===== config.mk =====
export PLATFORM = sky130hd
export DESIGN_NAME = apb_mst_arb
export DESIGN_NICKNAME = d
export VERILOG_FILES = /design/src/rtl/apb_mst_arb.sv
export SDC_FILE = /design/constraint.sdc
export NUM_CORES = 1
export LEC_CHECK = 0
export CAP_MARGIN = 40
export CORE_MARGIN = 5
export CORE_UTILIZATION = 46
export CTS_CLUSTER_SIZE = 40
export DETAILED_ROUTE_END_ITERATION = 8
export HOLD_SLACK_MARGIN = 0.06
export PLACE_DENSITY_LB_ADDON = 0.3
export SKIP_LAST_GASP = 1
export SYNTH_ARGS = -nofsm -noshare
export SYNTH_HDL_FRONTEND = slang
export SYNTH_SLANG_ARGS = --single-unit
export TNS_END_PERCENT = 50

===== constraint.sdc =====
create_clock -name pclk -period 6 [get_ports pclk]
set_input_delay 0.9 -clock pclk [delete_from_list [all_inputs] [get_ports pclk]]
set_output_delay 0.9 -clock pclk [all_outputs]
set_load 0.005 [all_outputs]

===== src/rtl/apb_mst_arb.sv =====
// apb_mst_arb: two-requester APB master, round-robin arbitration,
// ACCESS-phase timeout; every output is registered.
module apb_mst_arb #(
    parameter logic [7:0] TO_MAX = 8'd255
) (
    input  logic        pclk,
    input  logic        presetn,
    input  logic        req0,
    input  logic        req1,
    input  logic        we0,
    input  logic        we1,
    input  logic [31:0] addr0,
    input  logic [31:0] addr1,
    input  logic [31:0] wdata0,
    input  logic [31:0] wdata1,
    output logic        ack0,
    output logic        ack1,
    output logic        err0,
    output logic        err1,
    output logic [31:0] rdata0,
    output logic [31:0] rdata1,
    output logic        psel,
    output logic        penable,
    output logic        pwrite,
    output logic [31:0] paddr,
    output logic [31:0] pwdata,
    input  logic [31:0] prdata,
    input  logic        pready,
    output logic        busy
);

    typedef enum logic [1:0] {
        IDLE,
        SETUP,
        ACCESS,
        DONE
    } state_t;

    state_t      state_q;
    state_t      state_d;
    logic [7:0]  cnt_q;
    logic        win_q;
    logic        last_q;
    logic        gnt;
    logic        fin_ok;
    logic        fin_to;
    logic [31:0] cap;

    // last_q resets to 1 so requester 0 wins the first tie
    always_comb begin
        gnt = 1'b0;
        if (req0 && req1) begin
            gnt = ~last_q;
        end else if (req1) begin
            gnt = 1'b1;
        end
    end

    always_comb begin
        fin_ok = (state_q == ACCESS) && pready;
        fin_to = (state_q == ACCESS) && !pready && (cnt_q == TO_MAX);
        cap    = (fin_ok && !pwrite) ? prdata : 32'd0;
    end

    always_comb begin
        state_d = state_q;
        unique case (state_q)
            IDLE:    if (req0 || req1) state_d = SETUP;
            SETUP:   state_d = ACCESS;
            ACCESS:  if (fin_ok || fin_to) state_d = DONE;
            DONE:    state_d = IDLE;
            default: state_d = IDLE;
        endcase
    end

    always_ff @(posedge pclk or negedge presetn) begin
        if (!presetn) begin
            state_q <= IDLE;
        end else begin
            state_q <= state_d;
        end
    end

    // paddr/pwdata/pwrite double as the latched payload
    always_ff @(posedge pclk or negedge presetn) begin
        if (!presetn) begin
            psel    <= 1'b0;
            penable <= 1'b0;
            pwrite  <= 1'b0;
            paddr   <= 32'd0;
            pwdata  <= 32'd0;
            ack0    <= 1'b0;
            ack1    <= 1'b0;
            err0    <= 1'b0;
            err1    <= 1'b0;
            rdata0  <= 32'd0;
            rdata1  <= 32'd0;
            busy    <= 1'b0;
            cnt_q   <= 8'd0;
            win_q   <= 1'b0;
            last_q  <= 1'b1;
        end else begin
            ack0 <= 1'b0;
            ack1 <= 1'b0;
            busy <= (state_d != IDLE);
            case (state_q)
                IDLE: begin
                    if (req0 || req1) begin
                        win_q  <= gnt;
                        last_q <= gnt;
                        psel   <= 1'b1;
                        pwrite <= gnt ? we1 : we0;
                        paddr  <= gnt ? addr1 : addr0;
                        pwdata <= gnt ? wdata1 : wdata0;
                        cnt_q  <= 8'd0;
                    end
                end
                SETUP: begin
                    penable <= 1'b1;
                end
                ACCESS: begin
                    if (fin_ok || fin_to) begin
                        psel    <= 1'b0;
                        penable <= 1'b0;
                        pwrite  <= 1'b0;
                        paddr   <= 32'd0;
                        pwdata  <= 32'd0;
                        if (win_q) begin
                            ack1   <= 1'b1;
                            err1   <= fin_to;
                            rdata1 <= cap;
                        end else begin
                            ack0   <= 1'b1;
                            err0   <= fin_to;
                            rdata0 <= cap;
                        end
                    end else begin
                        cnt_q <= cnt_q + 8'd1;
                    end
                end
                default: begin
                end
            endcase
        end
    end

endmodule


==> results of run 1 <==
==> sequential cells by signal (all words and copies together), names as in the netlist <==
name and flops:
state_q 2, win_q 1, err0 1, ack1 1, penable 1, err1 1
pwdata 32, busy 1, ack0 1, psel 1, rdata0 32, pwrite 1
cnt_q 8, rdata1 32, paddr 32, last_q 1
==> cell usage in the layout (no fill, tap or decap), types with 2 or more instances in the layout <==
master	n
nand4_1	2
inv_1	5
inv_6	4
o21ai_2	3
nor3_1	2
nand2_1	138
nor2b_1	2
mux2_2	52
mux2_1	40
bufinv_16	2
clkinv_2	3
clkinv_4	3
nor2_1	10
a211o_1	2
mux2_4	40
clkdlybuf4s50_1	301
a22o_1	2
o211ai_1	2
and2_1	32
nand3_1	3
dfrtp_1	147
buf_4	7
ha_1	3
clkinvlp_4	2
a21oi_1	68
a31oi_1	2
clkbuf_16	17
==> layer usage <==
| metal | GRT usage | up-vias | wire [um] | part of all wire |
|---|---|---|---|---|
| met5 | 0 | - | 0 | 0 |
| met4 | 0.09672 | 0 | 690 | 0.033 |
| met3 | 0.05551 | 39 | 1200 | 0.057 |
| met2 | 0.3994 | 182 | 10900 | 0.52 |
| met1 | 0.2717 | 2843 | 8085 | 0.39 |
| li1 | - | 2689 | - | - |
==> final cells by class <==
type / instances / area, um^2 / area share
Sequential cell: 148 / 3705 / 0.3421
Multi-Input combinational cell: 425 / 3128 / 0.2888
Timing Repair Buffer: 311 / 3124 / 0.2885
Clock buffer: 18 / 439.2 / 0.04055
Tap cell: 211 / 264.0 / 0.02438
Clock inverter: 14 / 151.4 / 0.01398
Inverter: 5 / 18.77 / 0.001733
==> worst max path at each step <==
stage               startpoint  cells past startpoint    endpoint
global placement          req0                      5   pwdata[0]
global route        state_q[0]                      7  rdata1[27]
finish              state_q[0]                      7  rdata1[27]
detailed placement        req0                      5  pwdata[31]
floorplan                 req1                      5    paddr[0]
CTS                 state_q[0]                      7  rdata1[27]
==> cell families after synthesis <==
| group | synth area share |
|---|---|
| DFF | 0.5177 |
| buffers and inverters | 0.04739 |
| muxes | 0.2287 |
| adders and majority gates | 0.006995 |
| xor gates and xnor gates | 0.001224 |
| and+or+nand+nor | 0.1245 |
| AOI/OAI and AO/OA | 0.07344 |
==> worst max-delay path: cells and delay by family (launching register included) <==
family          cells  cell delay [ps]
fa+ha+maj           1              340
simple gates        2              770
mux                 1              540
compound gates      1              260
buf+inv             2              680
flops               1              420
==> power by group <==
group,internal (mW),switching [mW]
registers,1.42,0.238
clock network,0.628,0.429
logic,1.49,0.985
total,3.54,1.65
==> results.toml, run 1 <==
[global_routing]
grt_pass1_vias = 5802
grt-ovfl-total = 0
grt_usage = 0.2296
antenna_found_initial = 0
grt_pass1_wl_um = 32350
grt_max_degree = 79

[setup_path]
critPathCaptureType = "flip-flop"
startpoint_type = "flip-flop"
crit_chain = "inv_1 > ha_2 > buf_4 > nand4_1 > o21ai_2 > nand2_2 > mux2_1"
r2r_end = "rdata1[27]"
critical_path.max_stage_delay_ps = 580
crit_arrival_ps = 3470
reg2reg_depth = 7
cp_max_fo = 65
crit_slowest_cell = "buf_4"
reg2reg_from = "state_q[0]"
path_class = "reg2reg"
reg2reg_slack_ps = 2820
required_ps = 6290

[drt]
via_count = 5753
antenna_left = 0
wl_um = 20880
post-route-drc-count = 0
first_iter_violations = 333
avgRoutedWirePerCell_um = 18.45
vias_per_cell = 5.082
first_pass_iters = 7

[clock_network]
worstSkewPairLatency_ps = 420
cts_buffers = 17
cts_hold_buf = 0
cts.htree.levels = 4
ctsResizeCount = 0
numClockSinks = 148
cts_root_buffer = "clkbuf_16"
clk_pin_slew_worst_paths_ps = 60
cts_setup_buffers = 0
clockBufferDepth = 2
cts_tree = "done"

[placed_design]
port_buffers = 302
dpl.hpwl_um = 15030
placedCellCount = 1100
place_worst_setup_slack_ps = 2430
placed_area_um2 = 10240
gp_congestion = 0.8294

[timing]
fin_crit_ps = 3180
final.period_utilization = 0.5300
rsz0062_at_grt = "no"
max-slew-margin-rel = 0.4128
hold_slack_ps = 481.5
setup_viol = 0
maxSlewViolCount = 0
tns_ps = 0
fin_skew_ps = 8.261
tightest_slew_ps = 877.7
fmax_mhz = 314.5
final-hold-violation-count = 0
setup_slack_ps = 2820

[floorplanning]
die_x_um = 134.7
die_area_um2 = 18150
start_util = 0.4690
rows = 45
die_height_um = 134.7
io_pins = 303
core_um2 = 15260

[logic_synthesis]
yosys-top-cells-area = "dfrtp_1, mux2_4, mux2_2, nand2_1, mux2_1"
ys_ff_latch = 148
postSynthAreaPerCell_um2 = 11.54
synth.distinct_cells = 47
synth_top_area_share = 0.5141
synthesis.instances = 620
synth_warnings = 0
async_reset_ff_frac = 1.000
synth_edf_count = 0
yosysSeqAreaShare = 0.5177
synth_top_cells_by_count = "dfrtp_1, nand2_1, a21oi_1"
synth.most_common_cell = "dfrtp_1"
synth_area_leader_cell = "dfrtp_1"
synth_flop_cell = "dfrtp_1"
synth_nets = 791
synth_area_um2 = 7156

[cells_and_area]
final_util = 0.7098
syn_to_final_growth_pct = 51.36
nNetsFinal = 1079
drive_gt1_frac = 0.1585
insertedDiodeCount = 0
fin_area_um2 = 10830
fill_cells = 1111
fin_cells = 1132

[pwr]
leakagePower_nw = 4.981
powerDensity_nw_per_um2 = 479.3
vdd_ir_drop_max_v = 0.0005766
power_mw = 5.191

[worst_hold_path]
hp-start = "rdata0[10]"
min_path_type = "reg2reg"
holdPathEnd = "rdata0[10]"
whs_path_depth = 1

[status]
outcome = "completed"

[job]
drv_cap = 0
Note: power is estimated with default switching activity, not from simulation.
==> run 2: changes to the inputs <==
--- a/config.mk
+++ b/config.mk
@@ -7,7 +7,7 @@
 export LEC_CHECK = 0
 export CAP_MARGIN = 40
 export CORE_MARGIN = 5
-export CORE_UTILIZATION = 46
+export CORE_UTILIZATION = 39
 export CTS_CLUSTER_SIZE = 40
 export DETAILED_ROUTE_END_ITERATION = 8
 export HOLD_SLACK_MARGIN = 0.06
==> constraint.sdc (replaced) <==
create_clock -name pclk -period 2.6 [get_ports pclk]
set_input_delay 0.39 -clock pclk [delete_from_list [all_inputs] [get_ports pclk]]
set_output_delay 0.39 -clock pclk [all_outputs]
set_load 0.005 [all_outputs]
==> results.toml, run 2 (synthesized netlist as in run 1, its figures left out) <==
[floorplanning]
io_pins = 303
rows = 49
start_util = 0.3970
core_um2 = 18020
die_height_um = 145.5
die_area_um2 = 21160
die_x_um = 145.5

[timing]
tns_ps = 0
final.period_utilization = 0.8429
fin_crit_ps = 2191
setup_slack_ps = 408.5
max-slew-margin-rel = 0.5233
fmax_mhz = 456.3
final-hold-violation-count = 0
rsz0062_at_grt = "no"
setup_viol = 0
fin_skew_ps = 7.158
maxSlewViolCount = 0
tightest_slew_ps = 715.1

[cells_and_area]
mostFrequentLayoutCell = "clkdlybuf4s50_1"
insertedDiodeCount = 0
final_util = 0.6102
drive_gt1_frac = 0.1607
nNetsFinal = 1085
mostFrequentLayoutCells = "clkdlybuf4s50_1, dfrtp_1, nand2_1"
syn_to_final_growth_pct = 53.72

[setup_path]
required_ps = 2880
critPathCaptureType = "flip-flop"
reg2reg_depth = 7
startpoint_type = "flip-flop"
crit_arrival_ps = 2480
cp_max_fo = 19
path_class = "reg2reg"

[global_routing]
grt_usage = 0.1855
grt-ovfl-total = 0
grt_pass1_wl_um = 32050
antenna_found_initial = 0
grt_pass1_vias = 5809
grt_max_degree = 88

[placed_design]
dpl.hpwl_um = 14330
port_buffers = 302
place_worst_setup_slack_ps = 228.7
gp_congestion = 0.8149

[pwr]
pwr-share-clk = 0.216
power_frac_seq = 0.313
sw_frac_of_total = 0.3018
powerDensity_nw_per_um2 = 1114
p_int_mw = 8.554
p_switching_mw = 3.698
p_comb_frac = 0.471
leakagePower_nw = 5.048
vdd_ir_drop_max_v = 0.0005840

[drt]
vias_per_cell = 4.878
post-route-drc-count = 0
wl_um = 20210
first_pass_iters = 4
via_count = 5639
first_iter_violations = 212
avgRoutedWirePerCell_um = 17.49
antenna_left = 0

[clock_network]
cts.htree.levels = 4
cts_setup_buffers = 0
cts_root_buffer = "clkbuf_16"
worstSkewPairLatency_ps = 410
cts_tree = "done"
clockBufferDepth = 2
numClockSinks = 148
ctsResizeCount = 0
clk_pin_slew_worst_paths_ps = 60
cts_buffers = 17

[job]
drv_cap = 0

[worst_hold_path]
min_path_type = "in2async"

[status]
outcome = "completed"
run 2: cell count changes in the layout (fill, tap and decap cells not counted), sizes merged:
cell	before	now
buf	10	15
bufinv	2	4
dlygate4sd3	0	1
inv	9	5
clkbuf	18	24
clkinv	6	2
run 2: final cells by class:
cell class                      instances  area [um^2]
Inverter                                5        18.77
Tap cell                              229        286.5
Timing Repair Buffer                  317         3214
Clock buffer                           24        501.7
Fill cell                            1568         7025
Clock inverter                          8        145.1
Sequential cell                       148         3705
Multi-Input combinational cell        425         3128
run 2: per-stage QoR:
step / hold slack (ps) / instance area, um^2 / power (mW) / instances
after floorplan: 94.41 / 7156 / 7.072 / 620
after global placement: 324.5 / 10340 / 9.592 / 1123
after detailed placement: 321.2 / 10340 / 9.698 / 1123
after CTS: 487.0 / 11000 / 12.43 / 1156
after global routing: 491.0 / 11000 / 12.93 / 1156
final: 480.2 / 11000 / 12.25 / 1156
run 2: critical path, cell delays in order (launching register included):
cell and delay, ps:
dfrtp_1 410, inv_1 90, ha_2 310, nand4_1 170
o21ai_2 240, nand2_2 270, buf_12 250, mux2_1 320
run 2: final timing paths:
path / to / startpoint / slack [ps]
max reg2reg: rdata1[0] / state_q[0] / 410
min reg2reg: rdata0[13] / rdata0[13] / 480
min in group pclk: rdata0[13] / rdata0[13] / 480
max in group asynchronous: err0 / presetn / 1300
max: rdata1[0] / state_q[0] / 410
min: paddr[10] / presetn / 480
run 2: per-layer routing:
metal / track usage / vias up / wire (um)
met2: 0.3238 / 169 / 10190
met5: 0 / - / 0
met1: 0.2242 / 2751 / 8401
met3: 0.04578 / 29 / 1128
met4: 0.06297 / 0 / 493
li1: - / 2690 / -
run 2: power groups by stage:
stage / logic, mW / registers [mW] / clock network (mW)
after floorplan: 3.22 / 3.85 / 0
after global placement: 5.76 / 3.83 / 0
after detailed placement: 5.84 / 3.86 / 0
after CTS: 5.86 / 3.85 / 2.72
after global routing: 6.16 / 3.96 / 2.81
final: 5.77 / 3.84 / 2.65
run 2: what timing repair did:
item,4_1_cts,5_1_grt
hold endpoints to repair,36,0
endpoints found under the setup margin,0,0
hold buffers,1,0
